===== src/rtl/pc_hazard_ctrl.sv =====
// ---------------------------------------------------------------------------
// pc_hazard_ctrl
// Program-counter and hazard controller for the MIPS fetch stage.
// Holds the fetch PC, advances it by PC_STEP each free cycle, applies branch
// (EX) and jump (ID) redirects, and inserts multi-cycle load-use stalls using
// a two-state FSM (RUN / STALL) with a down-counter.
//
// Ports
//   clk_i       in   1        clock, all state updates on the rising edge
//   rst         in   1        synchronous active-high reset
//   hold_i      in   1        external freeze (imem not ready)
//   haz_i       in   1        load-use hazard request, honoured in RUN only
//   haz_cyc_i   in   CNT_W+1  requested stall length in cycles
//   jmp_valid_i in   1        jump resolved in ID
//   jmp_addr_i  in   PC_W     jump target
//   br_valid_i  in   1        taken branch resolved in EX
//   br_addr_i   in   PC_W     branch target
//   pc_o        out  PC_W     current fetch PC (registered)
//   link_o      out  PC_W     pc_o+PC_STEP captured on a jump (registered)
//   stall_o     out  1        freeze IF/ID, bubble into ID/EX (combinational)
//   stall_cnt_o out  CNT_W    remaining STALL cycles (registered)
//   flush_if_o  out  1        kill instruction in IF (combinational)
//   flush_id_o  out  1        kill instruction in ID (combinational)
// ---------------------------------------------------------------------------
module pc_hazard_ctrl #(
    parameter int PC_W      = 16,
    parameter int PC_STEP   = 1,
    parameter int RST_PC    = 0,
    parameter int MAX_STALL = 3,
    parameter int CNT_W     = 2
) (
    input  logic             clk_i,
    input  logic             rst,
    input  logic             hold_i,
    input  logic             haz_i,
    input  logic [CNT_W:0]   haz_cyc_i,
    input  logic             jmp_valid_i,
    input  logic [PC_W-1:0]  jmp_addr_i,
    input  logic             br_valid_i,
    input  logic [PC_W-1:0]  br_addr_i,
    output logic [PC_W-1:0]  pc_o,
    output logic [PC_W-1:0]  link_o,
    output logic             stall_o,
    output logic [CNT_W-1:0] stall_cnt_o,
    output logic             flush_if_o,
    output logic             flush_id_o
);

    typedef enum logic [0:0] {
        ST_RUN   = 1'b0,
        ST_STALL = 1'b1
    } state_t;

    localparam logic [PC_W-1:0]  STEP_C  = PC_W'(PC_STEP);
    localparam logic [PC_W-1:0]  RST_C   = PC_W'(RST_PC);
    localparam logic [CNT_W:0]   MAX_C   = (CNT_W+1)'(MAX_STALL);
    localparam logic [CNT_W:0]   ONE_C   = {{CNT_W{1'b0}}, 1'b1};

    state_t           state_r;
    logic [PC_W-1:0]  pc_r;
    logic [PC_W-1:0]  link_r;
    logic [CNT_W-1:0] cnt_r;
    logic [CNT_W:0]   haz_len_s;
    logic             stall_s;
    logic             flush_if_s;
    logic             flush_id_s;

    // Clamp a requested stall length into [1, MAX_STALL]; zero means one cycle.
    function automatic logic [CNT_W:0] clamp_len(input logic [CNT_W:0] req);
        logic [CNT_W:0] len;
        if (req == {(CNT_W+1){1'b0}}) begin
            len = ONE_C;
        end else if (req > MAX_C) begin
            len = MAX_C;
        end else begin
            len = req;
        end
        return len;
    endfunction

    // Effective length of a newly accepted hazard.
    always_comb begin
        haz_len_s = clamp_len(haz_cyc_i);
    end

    // Stall and flush strobes; any redirect or hold suppresses the stall.
    always_comb begin
        stall_s    = 1'b0;
        flush_if_s = 1'b0;
        flush_id_s = 1'b0;
        if (rst) begin
            stall_s    = 1'b0;
            flush_if_s = 1'b0;
            flush_id_s = 1'b0;
        end else if (br_valid_i) begin
            flush_if_s = 1'b1;
            flush_id_s = 1'b1;
        end else if (jmp_valid_i) begin
            flush_if_s = 1'b1;
        end else if (hold_i) begin
            stall_s = 1'b0;
        end else begin
            case (state_r)
                ST_RUN:   stall_s = haz_i;
                ST_STALL: stall_s = 1'b1;
                default:  stall_s = 1'b0;
            endcase
        end
    end

    // PC, link register and stall FSM; priority rst > br > jmp > hold > haz > incr.
    always_ff @(posedge clk_i) begin
        if (rst) begin
            pc_r    <= RST_C;
            link_r  <= {PC_W{1'b0}};
            cnt_r   <= {CNT_W{1'b0}};
            state_r <= ST_RUN;
        end else if (br_valid_i) begin
            pc_r    <= br_addr_i;
            cnt_r   <= {CNT_W{1'b0}};
            state_r <= ST_RUN;
        end else if (jmp_valid_i) begin
            pc_r    <= jmp_addr_i;
            link_r  <= pc_r + STEP_C;
            cnt_r   <= {CNT_W{1'b0}};
            state_r <= ST_RUN;
        end else if (hold_i) begin
            pc_r    <= pc_r;
            cnt_r   <= cnt_r;
            state_r <= state_r;
        end else begin
            case (state_r)
                ST_RUN: begin
                    if (haz_i) begin
                        // The accepting edge itself is the first held edge.
                        if (haz_len_s > ONE_C) begin
                            state_r <= ST_STALL;
                            cnt_r   <= CNT_W'(haz_len_s - ONE_C);
                        end else begin
                            state_r <= ST_RUN;
                            cnt_r   <= {CNT_W{1'b0}};
                        end
                    end else begin
                        pc_r <= pc_r + STEP_C;
                    end
                end
                ST_STALL: begin
                    if (cnt_r <= CNT_W'(1)) begin
                        state_r <= ST_RUN;
                        cnt_r   <= {CNT_W{1'b0}};
                    end else begin
                        cnt_r   <= cnt_r - CNT_W'(1);
                    end
                end
                default: begin
                    state_r <= ST_RUN;
                    cnt_r   <= {CNT_W{1'b0}};
                end
            endcase
        end
    end

    assign pc_o        = pc_r;
    assign link_o      = link_r;
    assign stall_cnt_o = cnt_r;
    assign stall_o     = stall_s;
    assign flush_if_o  = flush_if_s;
    assign flush_id_o  = flush_id_s;

endmodule

===== config.mk =====
export PLATFORM = sky130hd
export DESIGN_NAME = pc_hazard_ctrl
export DESIGN_NICKNAME = d
export VERILOG_FILES = /design/src/rtl/pc_hazard_ctrl.sv
export SDC_FILE = /design/constraint.sdc
export NUM_CORES = 1
export LEC_CHECK = 0
export BUFFER_PORTS_ARGS = -buffer_cell sky130_fd_sc_hd__buf_2
export CAP_MARGIN = 25
export CORE_MARGIN = 5
export CORE_UTILIZATION = 53
export DETAILED_ROUTE_END_ITERATION = 8
export GPL_ROUTABILITY_DRIVEN = 0
export PLACE_DENSITY = 0.88
export SLEW_MARGIN = 20
export SYNTH_ARGS = -nofsm -noshare
export SYNTH_HDL_FRONTEND = slang
export SYNTH_SLANG_ARGS = --single-unit

===== constraint.sdc =====
create_clock -name clk_i -period 4.5 [get_ports clk_i]
set_clock_uncertainty 0.05 [all_clocks]
set_input_delay 0.45 -clock clk_i [delete_from_list [all_inputs] [get_ports clk_i]]
set_output_delay 0.45 -clock clk_i [all_outputs]
set_load 0.01 [all_outputs]

# Word-level counts from Yosys, hierarchy flattened
# Index checks and enable logic that the tools add are counted.
# totals
regBits,35
in_bits,41
out_inout_bits,37
elab_cells,47
# op_classes
add_sub_neg,3
n_lt_le_gt_ge,3
eq_ne,4
n_mux,25
n_bitwise,3
reduce_logical,5
# ops
op,n
16-bit two-way mux,5
"16-bit by 1-bit adder with 16-bit output, second input constant",1
1-bit two-way mux,12
2-bit two-way mux,3
3-bit two-way mux,2
"3-bit by 1-bit inequality test with 1-bit output, second input constant",2
1-bit case mux with 2 select lines,2
2-bit case mux with 2 select lines,1
2-bit AND reduction,2
"2-bit by 1-bit subtractor with 2-bit output, second input constant",2
"3-bit by 1-bit greater-than comparator with 1-bit output, second input constant",1
"3-bit by 2-bit greater-than comparator with 1-bit output, second input constant",1
3-bit logical NOT,1
"3-bit inequality test, second input constant",1
1-bit inverter,3
3-bit AND reduction,1
3-bit OR reduction,1
"2-bit by 1-bit <= comparator with 1-bit output, second input constant",1
"2-bit inequality test, second input constant",1

# Longest topological paths before layout
# logic_depth
word_depth,7
ltp_mapped,7
depth_no_buf,5

# Worst setup path after synthesis
# Ideal clock, no wire load.
# synth_path
kind,in2reg
from,input hold_i
to,register pc_r[9] (netlist: pc_o[9])
setup_time_ps,130
arrival_ps,1738
t_required_ps,4320
path_slack_ps,2582
cell_stages,6
path_buffers,2
cell_sequence,buf_6 or3_1 clkbuf_2 or4_1 a21oi_1 nor4_1
# synth_via
elab_chain_len,2
# synth_rtl
item,line,rtl
from (decl),34,"input logic hold_i,"
3-bit by 1-bit inequality test with 1-bit output (no line),-,
3-bit AND reduction (no line),-,
to (signal assigned),119,pc_r <= br_addr_i;
to (signal assigned),123,pc_r <= jmp_addr_i;
to (signal assigned),128,pc_r <= pc_r;
to (decl),60,logic [PC_W-1:0] pc_r;
# Every way passes these cells.
# A chain may end at the register's enable or synchronous reset.

# Worst setup path in the final report
# layout_path
from,input br_valid_i
to,output stall_o
# layout_via
elab_chain_len,2
# layout_rtl
item,line,rtl
from (decl),39,"input logic br_valid_i,"
1-bit two-way mux,95,end else if (br_valid_i) begin
1-bit two-way mux,91,if (rst) begin
to (decl),43,"output logic stall_o,"
# Every way passes these cells.

==> impl_metrics.py <==
metrics = {
    "floorplan": {
        "ios": 78,
        "die_w_um": 71.9,
        "rows": 22,
        "die-area_sq_um": 5170,
        "coreArea_sq_um": 3690,
        "initial_core_util": 0.550,
        "die_h_um": 71.9,
    },
    "setup_path": {
        "critPathLaunch": "br_valid_i",
        "path_cells": "buf_2, or3_1, nor3_1, buf_2",
        "cp-end-kind": "output pin",
        "worst_path_max_delay_cell": "or3_1",
        "path_common_cell": "buf_2",
        "required_ns": 4.00,
        "worstSetupPathType": "in -> out",
        "r2r-start": "pc_o[0]$_SDFFE_PP0P_",
        "crit_path_max_fanout": 29,
        "arrival_ns": 1.58,
        "max_stage_delay_ns": 0.52,
        "worstSetupStartpointType": "primary input",
    },
    "timing": {
        "period_share": 0.462,
        "period_minus_slack_ns": 2.08,
        "setup_violations": 0,
        "hold_viol": 0,
        "relSlewSlack": 0.482,
        "max_freq_ghz": 0.482,
        "setup_tns_ns": 0,
        "worstMarginPinSlew_ns": 0.773,
        "slew_violations": 0,
        "rsz0062_at_grt": "no",
    },
    "run": {
        "cap_violations": 0,
    },
    "route": {
        "wl_per_cell_um": 15.2,
        "dr.pass1.iters": 5,
        "route.detailed.drc": 0,
        "dr_total_vias": 2220,
        "drt_iter0_drc": 189,
        "routed_wl_um": 5550,
        "routed_via_density": 6.08,
        "ant_nets": 0,
    },
    "cells_and_area": {
        "drive_gt1_frac": 0.300,
        "final_common_cell": "buf_2",
        "fill_cells": 325,
        "fin_nets": 360,
        "insertedDiodeCount": 0,
        "area_growth_syn_to_layout_pct": 21.8,
        "final_cell_mix": "77 x buf_2, 35 x dfxtp_1, 25 x nor2_1",
    },
    "logic_synthesis": {
        "synth_edf_count": 0,
        "synth_top_area_frac": 0.345,
        "syn_inst": 252,
        "yosysWarnings": 0,
        "synth_nets": 294,
        "yosys-top-cells-area": "dfxtp_1 35%, xnor2_1 5.2%, a21oi_1 4.9%, nor2_1 4.6%, nor3_1 3.7%",
        "yosys.cell_types.count": 47,
        "seq_area_frac_synth": 0.345,
        "ys_ff_latch": 35,
        "synthArstFlopShare": 0,
        "netlist_area_sq_um": 2030,
        "syn_area_per_cell_sq_um": 8.05,
        "synth_ff_type": "dfxtp_1",
        "yosysTopAreaCell": "dfxtp_1",
    },
    "global_routing": {
        "grt_pass1_wl_um": 9380,
        "grt_start_max_net_pins": 44,
        "grt.total_usage": 0.221,
        "gr-total-overflow": 0,
        "grt_antenna_before_repair": 0,
        "grt_pass1_vias": 2100,
    },
    "clock_tree": {
        "root_buffer": "clkbuf_8",
        "cts_buffer_depth": 2,
        "cts_setup_buffers": 0,
        "cts_tree": "yes",
        "insertion_delay_ns": 0.28,
        "clkTransAtPathRegs_ns": 0.06,
        "cts_sinks": 35,
        "cts_resized": 0,
        "cts.htree.levels": 2,
        "numCtsBuffers": 5,
        "hold_buffers": 0,
    },
    "pwr": {
        "ir_drop_mv": 0.160,
        "leakage_nw": 1.03,
        "pwr_density_cell_nw_per_um2": 279,
        "power_mw": 0.689,
    },
    "placed_design": {
        "port-buffer-count": 77,
        "hpwlAfterDp_um": 4040,
    },
    "run_status": {
        "outcome": "completed",
    },
    "worst_hold_path": {
        "hold_start": "link_o[1]$_SDFFE_PP0P_",
        "hp-class": "reg -> reg",
    },
}
==> logic make-up after synthesis <==
kind of cell,share of synthesized area
adders and majority gates,0.00616
and+or+nand+nor,0.221
muxes,0.0296
buffers and inverters,0.0629
AOI/OAI and AO/OA,0.279
DFF,0.345
xor gates and xnor gates,0.0561
==> metrics by stage <==
step | area [sq um] | instances | setup slack, ns | utilization | hold slack, ns
6_report | 2470 | 365 | 2.42 | 0.670 | 0.413
5_1_grt | 2470 | 365 | 2.28 | 0.670 | 0.436
4_1_cts | 2470 | 365 | 2.42 | 0.670 | 0.414
3_5_place_dp | 2400 | 359 | 2.41 | 0.650 | 0.403
3_3_place_gp | 2400 | 359 | 2.44 | 0.650 | 0.397
2_1_floorplan | 2030 | 252 | 2.58 | - | 0.431
==> Yosys cell counts (all sizes together) (2+ instances only) <==
master / number
a211oi: 9
a21oi: 20
a221o: 4
a221oi: 2
a222oi: 3
a22o: 8
a22oi: 2
a311oi: 2
a31o: 4
a31oi: 2
and3: 2
buf: 6
clkbuf: 14
dfxtp: 35
inv: 9
mux2i: 6
nand2: 13
nand3: 7
nand4: 5
nor2: 25
nor3: 16
nor4: 7
o21a: 2
o21ai: 13
o221a: 2
or2: 2
or3: 2
or4: 5
xnor2: 12
==> path summary, 6_finish.rpt <==
kind,to,slack [ns],cells after the start
hold / removal,link_o[1]$_SDFFE_PP0P_,0.41,2
setup reg to reg,pc_o[12]$_SDFFE_PP0P_,2.43,5
hold reg to reg,link_o[1]$_SDFFE_PP0P_,0.41,2
setup / recovery,stall_o,2.42,4
==> where the power goes <==
| part | internal (mW) | switching, mW | leakage (nW) |
|---|---|---|---|
| clock network | 0.103 | 0.100 | 0.0371 |
| registers | 0.328 | 0.0183 | 0.287 |
| logic | 0.0638 | 0.0758 | 0.702 |
==> flip-flops by register name, indices dropped and copies added, names as in the netlist <==
register,count
stall_cnt_o,2
pc_o,16
link_o,16
state_r,1
==> layer usage <==
layer | track usage | vias to the layer above | wire length (um) | part of all wire
met5 | 0 | - | 0 | 0
met4 | 0.0626 | 0 | 55 | 0.0099
met3 | 0.0561 | 7 | 557 | 0.10
met2 | 0.366 | 125 | 2570 | 0.46
met1 | 0.282 | 1009 | 2360 | 0.43
li1 | - | 1079 | - | -
==> critical path, delay by kind of cell <==
kind	cells	cell delay, ns
buffers and inverters	2	0.42
AND/OR/NAND/NOR	2	0.71
==> layout make-up <==
cell class / instances / area [sq um] / area share
well taps: 48 / 60.1 / 0.0243
multi-input cells: 188 / 1200 / 0.487
inverters: 9 / 33.8 / 0.0137
flip-flops and latches: 35 / 701 / 0.284
clock buffers: 6 / 72.6 / 0.0294
repair buffers: 79 / 400 / 0.162
No activity file was read; power rests on OpenSTA's default activity.
